### src/rtl/proc_pkg.sv
`default_nettype none
// ============================================================================
// Module   : proc_pkg
// Brief    : Shared types and constants for the instruction-fetch bridge.
// Revision : 1.0 - initial release
// ============================================================================
package proc_pkg;

    // Bridge sequencer states; PREFETCH is only reachable when
    // IMEM_BRIDGE_PREFETCH_EN is defined.
    typedef enum logic [1:0] {
        IDLE     = 2'd0,
        FETCH    = 2'd1,
        PREFETCH = 2'd2
    } imem_state_t;

    // addi x0, x0, 0 - harmless filler held in empty entries
    localparam logic [31:0] INST_NOP     = 32'h00000013;
    // All-zero word decodes as illegal; returned on failed fetches
    localparam logic [31:0] INST_ILLEGAL = 32'h00000000;

endpackage : proc_pkg
`default_nettype wire

### src/rtl/imem_fetch_buf.sv
`default_nettype none
// ============================================================================
// Module   : imem_fetch_buf
// Brief    : Tagged fetch-word storage for imem_bridge. Provides a demand
//            hit compare, a second "probe" compare used to decide on
//            prefetching, victim selection (entry not hit last cycle, tie
//            goes to entry 0) and a whole-buffer invalidate.
// Revision : 1.0 - initial release
// ============================================================================
module imem_fetch_buf
    import proc_pkg::*;
#(
    parameter int NUM_ENTRIES = 1
) (
    input  logic        clk,
    input  logic        rst_n,
    input  logic        i_flush,
    input  logic [29:0] i_lookup_tag,
    output logic        o_hit,
    output logic [31:0] o_dout,
    input  logic [29:0] i_probe_tag,
    output logic        o_probe_hit,
    input  logic        i_wr_en,
    input  logic [29:0] i_wr_tag,
    input  logic [31:0] i_wr_data
);

    logic [NUM_ENTRIES-1:0] w_hit;
    logic [NUM_ENTRIES-1:0] w_probe;
    logic [31:0]            w_data [NUM_ENTRIES];
    logic                   w_victim;

    for (genvar g = 0; g < NUM_ENTRIES; g++) begin : g_entry
        logic        r_valid;
        logic [29:0] r_tag;
        logic [31:0] r_data;
        logic        w_sel;

        assign w_sel     = (w_victim == 1'(g));
        assign w_hit[g]   = r_valid && (r_tag == i_lookup_tag);
        assign w_probe[g] = r_valid && (r_tag == i_probe_tag);
        assign w_data[g]  = r_data;

        // Entry storage: flush wins over a same-cycle fill.
        always_ff @(posedge clk or negedge rst_n) begin
            if (!rst_n) begin
                r_valid <= 1'b0;
                r_tag   <= '0;
                r_data  <= INST_NOP;
            end else if (i_flush) begin
                r_valid <= 1'b0;
            end else if (i_wr_en && w_sel) begin
                r_valid <= 1'b1;
                r_tag   <= i_wr_tag;
                r_data  <= i_wr_data;
            end
        end
    end

    if (NUM_ENTRIES > 1) begin : g_victim_lru
        logic r_last;

        // Victim is the entry that was not hit in the previous cycle.
        always_ff @(posedge clk or negedge rst_n) begin
            if (!rst_n) begin
                r_last <= 1'b0;
            end else begin
                r_last <= w_hit[0] && !w_hit[1];
            end
        end

        assign w_victim = r_last;
    end else begin : g_victim_fixed
        assign w_victim = 1'b0;
    end

    assign o_hit       = |w_hit;
    assign o_probe_hit = |w_probe;

    // Output the hitting entry's word, falling back to entry 0.
    always_comb begin
        o_dout = w_data[0];
        for (int i = NUM_ENTRIES - 1; i >= 0; i--) begin
            if (w_hit[i]) begin
                o_dout = w_data[i];
            end
        end
    end

endmodule : imem_fetch_buf
`default_nettype wire

### src/rtl/imem_bridge.sv
`default_nettype none
// ============================================================================
// Module   : imem_bridge
// Brief    : Bridge from the core fetch port to a req/ack instruction memory.
//            Hits are answered combinationally from a tagged buffer; misses
//            raise im_busy_o until the word returns. Bus errors and timeouts
//            fill an illegal-instruction word and pulse fetch_err_o.
//            Optional: IMEM_BRIDGE_PREFETCH_EN adds a second entry and
//            next-sequential-word prefetch.
// Revision : 1.0 - initial release
// ============================================================================
module imem_bridge
    import proc_pkg::*;
#(
    parameter int TIMEOUT_CYCLES = 255
) (
    input  logic        clk_i,
    input  logic        rst_n_i,
    input  logic [31:0] im_addr_i,
    output logic [31:0] im_dout_o,
    output logic        im_busy_o,
    input  logic        flush_i,
    output logic        fetch_err_o,
    output logic        mem_req_o,
    output logic [31:0] mem_addr_o,
    input  logic        mem_ack_i,
    input  logic [31:0] mem_rdata_i,
    input  logic        mem_err_i
);

    localparam int c_CNT_W = $clog2(TIMEOUT_CYCLES + 1);
    localparam logic [c_CNT_W-1:0] c_CNT_LAST = c_CNT_W'(TIMEOUT_CYCLES - 1);
`ifdef IMEM_BRIDGE_PREFETCH_EN
    localparam int c_NUM_ENTRIES = 2;
`else
    localparam int c_NUM_ENTRIES = 1;
`endif

    imem_state_t        r_state;
    imem_state_t        w_state_nxt;
    logic               r_mem_req;
    logic               w_mem_req_nxt;
    logic [29:0]        r_mem_word;
    logic [29:0]        w_mem_word_nxt;
    logic               r_fetch_err;
    logic               w_fetch_err_nxt;
    logic [c_CNT_W-1:0] r_cnt;
    logic [c_CNT_W-1:0] w_cnt_nxt;
    logic               r_discard;
    logic               w_discard_nxt;

    logic               w_hit;
    logic [31:0]        w_dout;
    logic               w_probe_hit;
    logic [29:0]        w_probe_tag;
    logic               w_wr_en;
    logic [31:0]        w_wr_data;
    logic               w_timeout;
    logic [1:0]         w_unused_addr_bits;

    assign w_unused_addr_bits = im_addr_i[1:0];
    assign w_probe_tag        = im_addr_i[31:2] + 30'd1;
    assign w_timeout          = r_mem_req && !mem_ack_i && (r_cnt == c_CNT_LAST);

`ifdef IMEM_BRIDGE_PREFETCH_EN
    logic w_last_word;
    assign w_last_word = &im_addr_i[31:2];
`else
    logic w_unused_probe;
    assign w_unused_probe = w_probe_hit;
`endif

    imem_fetch_buf #(
        .NUM_ENTRIES (c_NUM_ENTRIES)
    ) u_buf (
        .clk          (clk_i),
        .rst_n        (rst_n_i),
        .i_flush      (flush_i),
        .i_lookup_tag (im_addr_i[31:2]),
        .o_hit        (w_hit),
        .o_dout       (w_dout),
        .i_probe_tag  (w_probe_tag),
        .o_probe_hit  (w_probe_hit),
        .i_wr_en      (w_wr_en),
        .i_wr_tag     (r_mem_word),
        .i_wr_data    (w_wr_data)
    );

    // Sequencer state register.
    always_ff @(posedge clk_i or negedge rst_n_i) begin
        if (!rst_n_i) begin
            r_state <= IDLE;
        end else begin
            r_state <= w_state_nxt;
        end
    end

    // Request, address, error-pulse, timeout and discard registers.
    always_ff @(posedge clk_i or negedge rst_n_i) begin
        if (!rst_n_i) begin
            r_mem_req   <= 1'b0;
            r_mem_word  <= '0;
            r_fetch_err <= 1'b0;
            r_cnt       <= '0;
            r_discard   <= 1'b0;
        end else begin
            r_mem_req   <= w_mem_req_nxt;
            r_mem_word  <= w_mem_word_nxt;
            r_fetch_err <= w_fetch_err_nxt;
            r_cnt       <= w_cnt_nxt;
            r_discard   <= w_discard_nxt;
        end
    end

    // Next-state and fill control. A request in flight always runs to its
    // ack or timeout; a flush seen while it runs turns the completion into
    // a no-op so stale code never lands in the buffer.
    always_comb begin
        w_state_nxt     = r_state;
        w_mem_req_nxt   = r_mem_req;
        w_mem_word_nxt  = r_mem_word;
        w_fetch_err_nxt = 1'b0;
        w_cnt_nxt       = r_cnt;
        w_discard_nxt   = r_discard || flush_i;
        w_wr_en         = 1'b0;
        w_wr_data       = mem_rdata_i;

        case (r_state)
            IDLE: begin
                w_discard_nxt = 1'b0;
                if (!w_hit) begin
                    w_state_nxt    = FETCH;
                    w_mem_req_nxt  = 1'b1;
                    w_mem_word_nxt = im_addr_i[31:2];
                    w_cnt_nxt      = '0;
                end
`ifdef IMEM_BRIDGE_PREFETCH_EN
                else if (!w_probe_hit && !w_last_word && !flush_i) begin
                    w_state_nxt    = PREFETCH;
                    w_mem_req_nxt  = 1'b1;
                    w_mem_word_nxt = w_probe_tag;
                    w_cnt_nxt      = '0;
                end
`endif
            end

`ifdef IMEM_BRIDGE_PREFETCH_EN
            FETCH, PREFETCH: begin
`else
            FETCH: begin
`endif
                if (r_mem_req && (mem_ack_i || w_timeout)) begin
                    w_state_nxt   = IDLE;
                    w_mem_req_nxt = 1'b0;
                    if (!(r_discard || flush_i)) begin
                        if (mem_ack_i && !mem_err_i) begin
                            w_wr_en = 1'b1;
                        end else if (r_state == FETCH) begin
                            // Failed demand fetch: hand the core an illegal word.
                            w_wr_en         = 1'b1;
                            w_wr_data       = INST_ILLEGAL;
                            w_fetch_err_nxt = 1'b1;
                        end
                    end
                end else begin
                    w_cnt_nxt = r_cnt + 1'b1;
                end
            end

            default: begin
                w_state_nxt   = IDLE;
                w_mem_req_nxt = 1'b0;
            end
        endcase
    end

    assign im_busy_o   = !w_hit;
    assign im_dout_o   = w_dout;
    assign fetch_err_o = r_fetch_err;
    assign mem_req_o   = r_mem_req;
    assign mem_addr_o  = {r_mem_word, 2'b00};

endmodule : imem_bridge
`default_nettype wire

### config.mk
export PLATFORM = sky130hd
export DESIGN_NAME = imem_bridge
export DESIGN_NICKNAME = d
export VERILOG_FILES = /design/src/rtl/proc_pkg.sv /design/src/rtl/imem_fetch_buf.sv /design/src/rtl/imem_bridge.sv
export SDC_FILE = /design/constraint.sdc
export NUM_CORES = 1
export LEC_CHECK = 0
export CAP_MARGIN = 20
export CORE_ASPECT_RATIO = 0.6
export CORE_MARGIN = 4
export CORE_UTILIZATION = 50
export CTS_CLUSTER_DIAMETER = 100
export DETAILED_ROUTE_END_ITERATION = 8
export PLACE_DENSITY = 0.8
export SYNTH_ARGS = -nofsm -noshare
export SYNTH_HDL_FRONTEND = slang
export SYNTH_HIERARCHICAL = 1
export SYNTH_SLANG_ARGS = --single-unit
### constraint.sdc
create_clock -name clk_i -period 4.1 [get_ports clk_i]
set_clock_uncertainty 0.2 [all_clocks]
set_input_delay 1.025 -clock clk_i [delete_from_list [all_inputs] [get_ports clk_i]]
set_output_delay 1.025 -clock clk_i [all_outputs]
set_load 0.02 [all_outputs]
==> summary.txt <==
Setup path
  – CP Capture Type: primary output
  – Crit Path Category: in2out
  – Critical path startpoint: im_addr_i[19]
  – CP required: 2.87 ns
  – Reg2reg start: u_buf/g_entry[0].r_tag[0]$_DFFE_PN0P_
  – Crit path max fanout: 2
  – R2R Path End: r_mem_word[25]$_DFFE_PN0P_
  – Critical path startpoint category: input port
  – Worst Path Arrival: 2.76 ns
  – Worst R2R Path Depth: 7
  – Worst R2R Setup Slack: 1.38 ns

Die
  – Die width: 131.7 um
  – Io pins: 136
  – Die Span Y: 82.19 um
  – Core Area: 8718 um2
  – FP Rows: 26
  – Die ar.: about 11,000 um2
  – Initial Util: 52.61%

Power
  – Tot Pwr: about 4.7 mW
  – Worst vdd ir: 484.3 uV
  – Leak Pwr: 2.821 nW
  – Pwr dens: 738.8 nW/um2

Timing
  – Post-Route Hold Slack: 0.3071 ns
  – Worst-Margin Slew: 0.8286 ns
  – Tcrit/Tclk final: 97.25%
  – Max-slew violation count: 0
  – Final hold vios: 0
  – Final setup viols: 0
  – Crit path time final: 3.987 ns
  – RSZ-0062 raised after global routing: false
  – Worst rel slew slack: 44.76%
  – Final WS setup: around 0.11 ns
  – Setup TNS: 0 ns
  – Max Clk Rate: 250.8 MHz

Worst hold path
  – Hold Path End: u_buf/o_dout[26]$_DFFE_PN0P_
  – HP Class: reg2reg
  – Min-delay src: u_buf/o_dout[26]$_DFFE_PN0P_
  – Hold Path Depth: 1

Route
  – First-pass iteration count of the detailed router: 4
  – Routed Antenna Nets: 0
  – Drt drc: 0
  – Wirelength per Cell: 17.23 um
  – Avg Vias per Cell: 5.204
  – DR vias: 3,107
  – Total routed wirelength: between 10 and 15 mm
  – DRT iter0 DRCs: 105

Final layout
  – Nets@finish: 551
  – Non-filler cells, final: around 600
  – Synth-to-layout area growth: 39.77%
  – Antenna diodes: 0
  – Sequential cell area: 2606 um2
  – Layout cells sized above 1: 25.57%
  – Fillcell total: 576
  – Multi-input logic area: 1912 um2

Global routing
  – Vias in the first global route: roughly 3,200
  – Grt ovf: 0
  – Initial antenna violation count: 1
  – Total track usage: 19.59%
  – Global-route wire length before repair: 16.68 mm
  – Pin count of the biggest net entering global routing: 67

Yosys
  – Synthesized area per cell: ~13 um2
  – Mapped Area: 4587 um2
  – Synth warnings: 6
  – Syn Inst Count: 346

Clocking
  – H-Tree Depth: 3
  – Post-CTS setup buffers: 0
  – Root buf cell: clkbuf_16
  – CTS Buf Count: 9
  – TritonCTS clock tree: yes
  – Worst-skew pair later-pin latency: 0.34 ns
  – Sink Count: 104
  – CTS clk-pin slew, worst paths: 0.06 ns
  – CTS max path bufs: 2

Place
  – Place WS: -0.5527 ns
  – Placed instance count: around 580
  – Routability cong.: 0.7596
  – DP Wirelength: about 7.5 mm
  – IO buf count: between 100 and 150

Run status
  – Status: finished clean

Job
  – Number of max-cap violations: 0
routing by layer:
layer | track usage (%) | vias to the layer above | routed length (um)
li1 | - | 1462 | -
met1 | 26.03 | 1543 | 4810
met2 | 31.91 | 90 | 4718
met3 | 7.082 | 10 | 679
met4 | 3.459 | 2 | 71
met5 | 0 | - | 7
how the worst max path moves through the flow:
stage | slack [ns] | cells past startpoint | end
6_report | 0.11 | 7 | im_busy_o
5_1_grt | 0.009 | 7 | im_busy_o
4_1_cts | 0.06 | 7 | im_busy_o
3_5_place_dp | -0.55 | 7 | im_busy_o
3_3_place_gp | -0.56 | 7 | im_busy_o
2_1_floorplan | 0.56 | 8 | r_mem_word[10]$_DFFE_PN0P_
cell usage in the layout (no fill, tap or decap), types with 2 or more instances in the layout:
cell and instances:
inv_1 9, conb_1 2, xor2_1 4, buf_12 2, buf_4 7, clkinv_2 3
clkbuf_16 9, and3_1 5, a211o_1 3, xnor2_1 25, nor3_1 3, dfstp_2 3
ha_1 2, and2_1 32, nor2_1 3, nand4_1 8, dfrtp_1 101, clkdlybuf4s50_1 115
mux2_2 88, nand3_1 9, dlymetal6s2s_1 14, clkinvlp_4 2, xnor2_2 2, nand2_1 8
o21ai_0 7
state kept, by name, indices dropped and copies added (netlist names):
| signal | cells |
|---|---|
| fetch_err_o | 1 |
| mem_req_o | 1 |
| r_cnt | 8 |
| r_discard | 1 |
| r_mem_word | 30 |
| u_buf/g_entry.r_tag | 30 |
| u_buf/g_entry.r_valid | 1 |
| u_buf/o_dout | 32 |
cell type report:
type,count,share of cell area [%]
tap,112,2.186
inverter,9,0.5269
clock buffer,10,3.571
timing repair buffer,139,22.31
clock inverter,6,0.9368
sequential,104,40.65
multi-input combinational,217,29.82
stage by stage:
stage	cell area [um2]	utilization, %
global placement	6052	69.42
global route	6411	73.54
detailed placement	6052	69.42
CTS	6349	72.82
finish	6411	73.54
floorplan	4591	-
power by group:
group | internal, mW | total [mW] | leakage, nW | switching, mW
clock | 0.470 | 0.825 | 0.138 | 0.355
sequential | 1.52 | 1.84 | 1.26 | 0.322
combinational | 1.15 | 2.07 | 1.42 | 0.920
timing repair:
item | CTS | global route
setup endpoints to repair | 1 | 1
hold buffers | 0 | 0
pin swaps | 1 | 6
gates resized for setup | 6 | 19
critical path, stage by stage:
cell and delay (ns):
clkdlybuf4s50_1 0.49, xnor2_1 0.12, nand4_1 0.11, or4_4 0.51, nor4_4 0.27, inv_1 0.09, buf_6 0.14
No activity file was read; power rests on OpenSTA's default activity.
